===== config.mk =====
export PLATFORM = sky130hd
export DESIGN_NAME = pc_fetch_unit
export DESIGN_NICKNAME = d
export VERILOG_FILES = /design/src/rtl/pc_fetch_unit.sv
export SDC_FILE = /design/constraint.sdc
export NUM_CORES = 1
export LEC_CHECK = 0
export BUFFER_PORTS_ARGS = -buffer_cell sky130_fd_sc_hd__buf_4
export CAP_MARGIN = 20
export CORE_UTILIZATION = 55
export CTS_CLUSTER_SIZE = 12
export DETAILED_ROUTE_END_ITERATION = 6
export GPL_TIMING_DRIVEN = 0
export PLACE_DENSITY = 0.85
export SLEW_MARGIN = 20
export SYNTH_ARGS = -nofsm -noshare
export SYNTH_HDL_FRONTEND = slang
export SYNTH_SLANG_ARGS = --single-unit

===== constraint.sdc =====
create_clock -name clk -period 12.13 [get_ports clk]
set_input_delay 1.8195 -clock clk [delete_from_list [all_inputs] [get_ports clk]]
set_output_delay 1.8195 -clock clk [all_outputs]
set_load 0.01 [all_outputs]

===== src/rtl/pc_fetch_unit.sv =====
// Program-counter fetch unit: BOOT/RUN/HALTED sequencer with flag-conditioned
// branches, absolute jumps, register jumps and a one-cycle redirect pulse.
module pc_fetch_unit #(
    parameter logic [31:0] RESET_PC = 32'h0000_0000
) (
    input  logic        clk,
    input  logic        rst,
    input  logic        stall,
    input  logic        halt_req,
    input  logic [3:0]  br_type,
    input  logic [1:0]  pc_sel,
    input  logic [15:0] imm16,
    input  logic [25:0] jtarget,
    input  logic [31:0] rs_data,
    input  logic        flag_we,
    input  logic [3:0]  alu_flags,
    output logic [31:0] pc,
    output logic [31:0] pc_plus4,
    output logic [3:0]  flags,
    output logic        instr_valid,
    output logic        redirect,
    output logic        halted
);

    typedef enum logic [1:0] {
        ST_BOOT   = 2'd0,
        ST_RUN    = 2'd1,
        ST_HALTED = 2'd2
    } state_t;

    state_t      r_state;
    state_t      w_state_next;
    logic        w_advance;

    logic [31:0] r_pc;
    logic [3:0]  r_flags;
    logic        r_instr_valid;
    logic        r_redirect;

    logic        w_taken;
    logic [31:0] w_pc_plus4;
    logic [31:0] w_br_target;
    logic [31:0] w_next_pc;
    logic        w_unused;

    assign w_pc_plus4  = r_pc + 32'd4;
    assign w_br_target = w_pc_plus4 + {{14{imm16[15]}}, imm16, 2'b00};
    assign w_unused    = ^rs_data[1:0];

    // Flag register layout is {V,S,C,Z}; conditions look at the registered copy.
    always_comb begin
        w_taken = 1'b0;
        case (br_type)
            4'h0:    w_taken = 1'b1;
            4'h1:    w_taken = r_flags[0];
            4'h2:    w_taken = ~r_flags[0];
            4'h3:    w_taken = r_flags[1];
            4'h4:    w_taken = ~r_flags[1];
            4'h5:    w_taken = r_flags[2];
            4'h6:    w_taken = ~r_flags[2];
            4'h7:    w_taken = r_flags[3];
            4'h8:    w_taken = ~r_flags[3];
            default: w_taken = 1'b0;
        endcase
    end

    always_comb begin
        w_next_pc = w_taken ? w_br_target : w_pc_plus4;
        case (pc_sel)
            2'b01:   w_next_pc = {w_pc_plus4[31:28], jtarget, 2'b00};
            2'b10:   w_next_pc = {rs_data[31:2], 2'b00};
            default: w_next_pc = w_taken ? w_br_target : w_pc_plus4;
        endcase
    end

    always_ff @(posedge clk) begin
        if (rst) begin
            r_state <= ST_BOOT;
        end else begin
            r_state <= w_state_next;
        end
    end

    // Halt request outranks stall; BOOT always moves on and ignores halt_req.
    always_comb begin
        w_state_next = r_state;
        w_advance    = 1'b0;
        case (r_state)
            ST_BOOT: begin
                w_state_next = ST_RUN;
            end
            ST_RUN: begin
                if (halt_req) begin
                    w_state_next = ST_HALTED;
                end else if (!stall) begin
                    w_advance = 1'b1;
                end
            end
            ST_HALTED: begin
                w_state_next = ST_HALTED;
            end
            default: begin
                w_state_next = ST_BOOT;
            end
        endcase
    end

    always_ff @(posedge clk) begin
        if (rst) begin
            r_pc          <= RESET_PC;
            r_flags       <= 4'b0000;
            r_instr_valid <= 1'b0;
            r_redirect    <= 1'b0;
        end else begin
            r_redirect <= 1'b0;
            case (r_state)
                ST_BOOT: begin
                    r_instr_valid <= 1'b1;
                end
                ST_RUN: begin
                    if (halt_req) begin
                        r_instr_valid <= 1'b0;
                    end else if (w_advance) begin
                        r_pc       <= w_next_pc;
                        r_redirect <= (w_next_pc != w_pc_plus4);
                        if (flag_we) begin
                            r_flags <= alu_flags;
                        end
                    end
                end
                default: begin
                    r_instr_valid <= 1'b0;
                end
            endcase
        end
    end

    assign pc          = r_pc;
    assign pc_plus4    = w_pc_plus4;
    assign flags       = r_flags;
    assign instr_valid = r_instr_valid;
    assign redirect    = r_redirect;
    assign halted      = (r_state == ST_HALTED);

endmodule


==> summary.md, run 1 <==
| Metric | Value |
|---|---|
| CTS H-Tree Depth | `2` |
| Drt first pass iters | `7` |
| Part of the Yosys area used for sequential elements | `0.133` |
| Final period util | `0.482` |
| Fraction of power spent switching nets | `0.441` |
| Antenna diodes | `0` |
| Final setup violation count | `0` |
| Buffer depth of the longest clock path | `2` |
| Worst Setup Path Type | `reg -> reg` |
| Remaining global-route overflow | `0` |
| CTS buffer count | `5` |
| I/O Buffers | `157` |
| Required time at the worst-slack endpoint | `12,280 ps` |
| DIE AREA | `11,100 um2` |
| Worst clock skew | `between 10 and 15 ps` |
| Number of standard cells after synthesis | `817` |
| Post-synthesis sequential element count | `39` |
| Net switching power | `0.271 mW` |
| Cell Rows | `37` |
| Setup TNS Final | `0 ps` |
| Proportion of register bits with asynchronous set or reset after synthesis | `0` |
| Critical path startpoint category | `register` |
| Worst stage delay on the critical path | `about 600 ps` |
| Number of enable-type register cells in the synthesized netlist | `0` |
| Last weighted congestion value of the routability-driven placer | `around 1.1` |
| Clock Power Share | `0.189` |
| Number of remaining DRC errors | `1` |
| Largest fanout on the critical path | `7` |
| Failing checks | `DRC` |
| Number of top-level design ports | `160` |
| Reg-to-reg slack, setup | `roughly 6300 ps` |
| Count of routing violations after the opening detailed-route iteration | `approximately 830` |
| Post-Synthesis Mean Instance Area | `7.20 um2` |
| Post-CTS sizing | `0` |
| Synth area leader | `sky130_fd_sc_hd__dfxtp_1` |
| Clock input transition at the sequential cells of the worst setup and hold paths | `90 ps` |
| Final hold viol count | `0` |
| Initial antenna violation count | `0` |
| Share of total power in sequential cells | `0.251` |
| Overall track demand over capacity in global routing | `0.400` |
| Number of global-route vias before repair | `~7,000` |
| Root buffer cell | `sky130_fd_sc_hd__clkbuf_8` |
| Largest net degree at the start of global routing | `18` |
| Path type of the worst min-delay path | `reg -> reg` |
| Number of setup buffers added after CTS | `0` |
| Share of cells above drive strength 1 | `0.196` |
| Number of max-capacitance violations reported | `0` |
| PD cells | `between 80 and 90 nW/um2` |
| Worst voltage drop across the vdd grid | `about 58 uV` |
| # clock sinks | `39` |
| Unrepaired setup endpoints after global routing | `false` |
| Core Region | `between 10,000 and 15,000 um2` |
| Upper clock frequency limit | `171 MHz` |
| Chain of cells forming the critical path | `ha_1 > nand4_1 > nor4_1 > nand3_1 > xnor2_1 > ha_1 > clkbuf_1 > a21o_1 > a21o_1 > a2111oi_0 > nor3_1 > or3_1 > o22ai_1 > xor2_1 > o2bb2ai_1 > nor4_1 > a311oi_1` |
| Status | `complete, but fails checks` |
| Total Wirelength | `between 20,000 and 25,000 um` |
| Top-area cell type share of the netlist area | `0.133` |
| Hold buffer count at cts | `0` |
| Horiz. Die Dim | `between 100 and 150 um` |
| Capturing element type of the critical path | `register` |
| Tot Pwr | `just over 0.6 mW` |
| Cell leakage power | `around 3.2 nW` |
| TritonCTS clock tree | `done` |
| Net Count, Synth | `945` |
| Most common cell in the netlist | `sky130_fd_sc_hd__nand2_1` |
| P&R area growth vs syn | `24.9%` |
| Clock latency reported for the late side of the worst-skew pair | `around 300 ps` |
| Logic gate share of total power | `0.561` |
| Residual antenna-violating net count after detailed routing | `0` |
| Post-layout nets | `1,109` |
| Routed length per placed instance | `between 20 and 25 um` |
| Vias | `between 7,000 and 8,000` |
| Initial Utilization | `0.567` |
| Die H | `around 110 um` |
| Netlist cell types | `80` |
| Global-route wire length before repair | `between 30,000 and 40,000 um` |
| Internal power contribution | `0.343 mW` |
| Synth area leaders | `sky130_fd_sc_hd__dfxtp_1 13%, sky130_fd_sc_hd__ha_1 8.1%, sky130_fd_sc_hd__a21oi_1 5.9%` |
| Final-report max-slew violation count | `0` |
| Sum of net half-perimeters after detailed placement | `18,200 um` |
| WP data arrival | `5990 ps` |
| Max-Slew Margin vs Limit | `0.499` |
| Cell area after synthesis | `around 5900 um2` |
| Slew @ Worst Pin | `746 ps` |
| Most common library cells after synthesis | `87 x sky130_fd_sc_hd__nand2_1, 70 x sky130_fd_sc_hd__nor2_1, 69 x sky130_fd_sc_hd__a21oi_1, 46 x sky130_fd_sc_hd__clkbuf_1, 39 x sky130_fd_sc_hd__dfxtp_1` |
| Commonest register cell after synthesis | `sky130_fd_sc_hd__dfxtp_1` |
| Syn. warnings | `0` |
| Critical-path top delay cell | `sky130_fd_sc_hd__nor4_1` |
| Post-detailed-route via-to-cell ratio | `between 6 and 7` |
| Clock period minus worst slack | `5840 ps` |
cells in the final DEF (no fill, tap or decap), types with 8 or more instances in the layout:
master,n
sky130_fd_sc_hd__clkbuf_1,46
sky130_fd_sc_hd__o211ai_1,14
sky130_fd_sc_hd__a211o_1,8
sky130_fd_sc_hd__ha_1,38
sky130_fd_sc_hd__mux2i_1,14
sky130_fd_sc_hd__or3_1,13
sky130_fd_sc_hd__a221oi_1,16
sky130_fd_sc_hd__a211oi_1,28
sky130_fd_sc_hd__xor2_1,25
sky130_fd_sc_hd__xnor2_1,31
sky130_fd_sc_hd__a21oi_1,69
sky130_fd_sc_hd__o21ai_0,29
sky130_fd_sc_hd__nand3_1,33
sky130_fd_sc_hd__dfxtp_1,39
sky130_fd_sc_hd__inv_1,32
sky130_fd_sc_hd__nand4_1,23
sky130_fd_sc_hd__a22oi_1,18
sky130_fd_sc_hd__nor4_1,13
sky130_fd_sc_hd__nor3_1,19
sky130_fd_sc_hd__and2_1,11
sky130_fd_sc_hd__buf_4,161
sky130_fd_sc_hd__nor2_1,70
sky130_fd_sc_hd__nand2_1,87
power by group through the flow:
| stage | Combinational [mW] | Sequential, mW | Clock, mW |
|---|---|---|---|
| 3_3_place_gp | 0.325 | 0.155 | 0 |
| 2_1_floorplan | 0.209 | 0.156 | 0 |
| 4_1_cts | 0.333 | 0.153 | 0.114 |
| 5_1_grt | 0.368 | 0.155 | 0.121 |
| 3_5_place_dp | 0.331 | 0.156 | 0 |
| 6_report | 0.344 | 0.154 | 0.116 |
state kept, by name, indices dropped and copies added, names as in the netlist:
register     count
pc              32
flags            4
redirect         1
instr_valid      1
r_state          1
through the flow:
step                hold WS [ps]  area [um2]  utilization  worst slack [ps]  instances
CTS                          505        7350        0.709              6570       1118
floorplan                    487        5880            -              7630        817
finish                       511        7350        0.709              6290       1118
detailed placement           495        7230        0.698              6500       1110
global placement             489        7230        0.698              6550       1110
global route                 528        7350        0.709              6110       1118
worst paths after layout:
path                       from                  end  cells after the start
min          pc[1]$_SDFFE_PP0P_   pc[1]$_SDFFE_PP0P_                      1
max          pc[3]$_SDFFE_PP0P_  redirect$_SDFF_PP0_                     17
max reg2reg  pc[3]$_SDFFE_PP0P_  redirect$_SDFF_PP0_                     17
min reg2reg  pc[1]$_SDFFE_PP0P_   pc[1]$_SDFFE_PP0P_                      1
cell type report:
cell class / count / area [um2]
clock inverters: 2 / 35.0
fillers: 935 / 3020
clock buffers: 6 / 82.6
flip-flops and latches: 39 / 781
plain buffers: 54 / 219
multi-input cells: 692 / 4760
well taps: 136 / 170
inverters: 32 / 120
repair buffers: 157 / 1180
kinds of logic (layout without fill, tap and decap cells):
| group | Yosys count | after routing | share of synthesized area |
|---|---|---|---|
| buf+inv | 86 | 251 | 0.0576 |
| xor+xnor | 65 | 65 | 0.117 |
| fa+ha+maj | 39 | 39 | 0.0842 |
| flops | 39 | 39 | 0.133 |
| simple gates | 314 | 314 | 0.272 |
| mux | 19 | 19 | 0.0353 |
| compound gates | 255 | 255 | 0.301 |
critical path, delay by kind of cell (launching register included):
| family | cells | cell delay [ps] |
|---|---|---|
| XOR/XNOR | 2 | 940 |
| AO/OA/AOI/OAI | 6 | 1350 |
| buffers and inverters | 1 | 180 |
| AND/OR/NAND/NOR | 6 | 2090 |
| adder cells (fa/ha/maj) | 2 | 640 |
| flip-flops | 1 | 480 |
layer usage:
metal	wire length, um	vias to the layer above	global-route usage
met5	0	-	0
met3	2600	91	0.0773
met2	10100	577	0.633
met1	8960	3424	0.518
li1	-	3419	-
met4	1080	0	0.195
(Power assumes the default switching activity.)
==> inputs of run 2 (changes only) <==
--- a/config.mk
+++ b/config.mk
@@ -7,11 +7,11 @@
 export LEC_CHECK = 0
 export BUFFER_PORTS_ARGS = -buffer_cell sky130_fd_sc_hd__buf_4
 export CAP_MARGIN = 20
-export CORE_UTILIZATION = 55
+export CORE_UTILIZATION = 50
 export CTS_CLUSTER_SIZE = 12
 export DETAILED_ROUTE_END_ITERATION = 6
 export GPL_TIMING_DRIVEN = 0
-export PLACE_DENSITY = 0.85
+export PLACE_DENSITY = 0.82
 export SLEW_MARGIN = 20
 export SYNTH_ARGS = -nofsm -noshare
 export SYNTH_HDL_FRONTEND = slang
==> constraint.sdc (replaced) <==
create_clock -name clk -period 4.8 [get_ports clk]
set_input_delay 0.72 -clock clk [delete_from_list [all_inputs] [get_ports clk]]
set_output_delay 0.72 -clock clk [all_outputs]
set_load 0.01 [all_outputs]
==> summary.md, run 2 (synthesis gave the netlist of run 1 again) <==
| Metric | Value |
|---|---|
| WP data arrival | `4930 ps` |
| Chain of cells forming the critical path | `nand2_1 > or4_4 > or4b_4 > xnor2_4 > ha_4 > a21oi_2 > o21bai_1 > a21oi_2 > mux2_2 > a31oi_1 > o211ai_1 > or4_1 > o311ai_0 > nor3_1 > a311oi_1` |
| Share of cells above drive strength 1 | `0.268` |
| Remaining global-route overflow | `0` |
| Horiz. Die Dim | `~110 um` |
| Cell leakage power | `approximately 3.5 nW` |
| Total Wirelength | `approximately 25,000 um` |
| Buffer depth of the longest clock path | `2` |
| Logic gate share of total power | `0.540` |
| Number of remaining DRC errors | `3` |
| I/O Buffers | `157` |
| Required time at the worst-slack endpoint | `approximately 5000 ps` |
| GR Util met2 | `0.596` |
| Initial antenna violation count | `0` |
| Worst Setup Path Type | `reg -> reg` |
| PD cells | `~220 nW/um2` |
| Worst stage delay on the critical path | `580 ps` |
| Top library cells by usage in the layout, fill and taps aside | `187 x sky130_fd_sc_hd__buf_4, 86 x sky130_fd_sc_hd__nand2_1, 68 x sky130_fd_sc_hd__nor2_1, 64 x sky130_fd_sc_hd__a21oi_1, 42 x sky130_fd_sc_hd__clkbuf_1` |
| Cell Rows | `39` |
| Clock Power Share | `0.229` |
| Final hold viol count | `0` |
| Fraction of met3 tracks used by global routing | `0.0703` |
| Sum of net half-perimeters after detailed placement | `approximately 19,000 um` |
| Fraction of power spent switching nets | `0.430` |
| Global-route wire length before repair | `between 30,000 and 40,000 um` |
| Number of max-capacitance violations reported | `0` |
| Final-report max-slew violation count | `0` |
| Upper clock frequency limit | `210 MHz` |
| Critical-path top delay cell | `sky130_fd_sc_hd__or4_4` |
| Critical path startpoint category | `register` |
| Most common cell after layout, fill and taps aside | `sky130_fd_sc_hd__buf_4` |
| Failing checks | `DRC` |
| Worst clock skew | `about 4 ps` |
| CTS buffer count | `5` |
| Path type of the worst min-delay path | `reg -> reg` |
| Capturing element type of the critical path | `register` |
| Status | `complete, but fails checks` |
| Filler cell count | `roughly 1,000` |
| Core Region | `between 10,000 and 15,000 um2` |
| Busiest metal layer after global routing | `met2` |
| Slew @ Worst Pin | `~750 ps` |
| Drt first pass iters | `7` |
| Final period util | `0.994` |
| TritonCTS clock tree | `done` |
| Largest net degree at the start of global routing | `18` |
| Net switching power | `between 0.7 and 0.8 mW` |
| Final setup violation count | `0` |
| Die H | `approximately 110 um` |
| Max-Slew Margin vs Limit | `0.498` |
| Largest fanout on the critical path | `8` |
| Routed length per placed instance | `around 22 um` |
| Worst voltage drop across the vdd grid | `~200 uV` |
| # clock sinks | `39` |
| GRT met1 Usage | `0.511` |
| Post-layout nets | `~1,100` |
| Last weighted congestion value of the routability-driven placer | `0.965` |
| Count of routing violations after the opening detailed-route iteration | `around 940` |
| Share of total power in sequential cells | `0.231` |
| Initial Utilization | `0.513` |
| Antenna diodes | `0` |
| DIE AREA | `between 10,000 and 15,000 um2` |
| Vias | `roughly 7,700` |
| CTS H-Tree Depth | `2` |
| Overall track demand over capacity in global routing | `0.384` |
| Root buffer cell | `sky130_fd_sc_hd__clkbuf_16` |
| Internal power contribution | `between 0.9 and 1 mW` |
| Clock input transition at the sequential cells of the worst setup and hold paths | `60 ps` |
| Number of global-route vias before repair | `slightly below 7,000` |
| Post-route cell area | `around 7900 um2` |
| Cell seen most often among critical-path stages | `sky130_fd_sc_hd__a21oi_2` |
| Number of flip-flops under the largest register name | `32` |
| Post-detailed-route via-to-cell ratio | `6.71` |
| Total cell area at the placement stage | `a little over 7000 um2` |
| P&R area growth vs syn | `34.5%` |
| Residual antenna-violating net count after detailed routing | `0` |
| Number of top-level design ports | `160` |
| Tot Pwr | `1.71 mW` |
| Clock latency reported for the late side of the worst-skew pair | `290 ps` |
| Clock period minus worst slack | `around 4800 ps` |
==> run 2: cell types whose count changed in the layout (fill, tap and decap cells not counted), moves of 5 or more <==
cell	previous run	this run
sky130_fd_sc_hd__a21oi_1	69	64
sky130_fd_sc_hd__a21oi_2	0	5
sky130_fd_sc_hd__buf_4	161	187
sky130_fd_sc_hd__clkbuf_16	0	5
sky130_fd_sc_hd__clkbuf_8	6	0
sky130_fd_sc_hd__dfxtp_1	39	31
sky130_fd_sc_hd__dfxtp_2	0	8
sky130_fd_sc_hd__nor4_1	13	8
sky130_fd_sc_hd__xnor2_1	31	24
sky130_fd_sc_hd__xor2_1	25	18
sky130_fd_sc_hd__xor2_2	1	7
==> run 2: power groups by stage <==
| stage | sequential (mW) | combinational, mW | clock (mW) |
|---|---|---|---|
| after floorplan | 0.395 | 0.528 | 0 |
| after global placement | 0.392 | 0.835 | 0 |
| after detailed placement | 0.393 | 0.845 | 0 |
| after CTS | 0.390 | 0.869 | 0.385 |
| after global routing | 0.398 | 0.980 | 0.402 |
| final | 0.394 | 0.922 | 0.391 |
==> run 2: final cells by class <==
type,count,area [um2],area share
Multi-Input combinational cell,692,5080,0.642
Timing Repair Buffer,183,1370,0.174
Sequential cell,39,791,0.0999
Buffer,50,205,0.0259
Tap cell,143,179,0.0226
Clock buffer,5,125,0.0158
Inverter,32,120,0.0152
Clock inverter,3,43.8,0.00553
==> run 2: timing repair <==
item | in CTS | in global routing
endpoints found under the setup margin | 7 | 9
hold buffers | 0 | 0
buffers inserted | 9 | 17
pin swaps | 8 | 15
resized for setup | 32 | 34
==> run 2: worst paths after layout <==
| kind | start | end | slack, ps | cells after the start |
|---|---|---|---|---|
| hold reg to reg | pc[28]$_SDFFE_PP0P_ | pc[28]$_SDFFE_PP0P_ | 510 | 2 |
| setup / recovery | pc[13]$_SDFFE_PP0P_ | redirect$_SDFF_PP0_ | 30 | 15 |
| hold / removal | pc[28]$_SDFFE_PP0P_ | pc[28]$_SDFFE_PP0P_ | 510 | 2 |
| setup reg to reg | pc[13]$_SDFFE_PP0P_ | redirect$_SDFF_PP0_ | 30 | 15 |
==> run 2: metal layers <==
layer | part of all wire | up-vias
li1 | - | 3464
met1 | 0.40 | 3526
met2 | 0.44 | 574
met3 | 0.11 | 128
met4 | 0.060 | 0
met5 | 0 | -
==> run 2: per-stage QoR <==
step	util	std cells	setup slack [ps]	TNS (ps)	hold slack [ps]
global placement	0.632	1117	-672	-1530	489
floorplan	-	817	333	0	487
global route	0.690	1147	-71.0	-71.0	535
CTS	0.667	1134	1.64	0	504
detailed placement	0.632	1117	-689	-1720	494
finish	0.690	1147	28.9	0	510
==> run 2: critical path, delay by kind of cell, from the launching register on <==
family | cells | cell delay (ps)
XOR/XNOR | 1 | 220
flip-flops | 1 | 470
AO/OA/AOI/OAI | 7 | 1380
multiplexers | 1 | 350
adder cells (fa/ha/maj) | 1 | 260
AND/OR/NAND/NOR | 5 | 1950
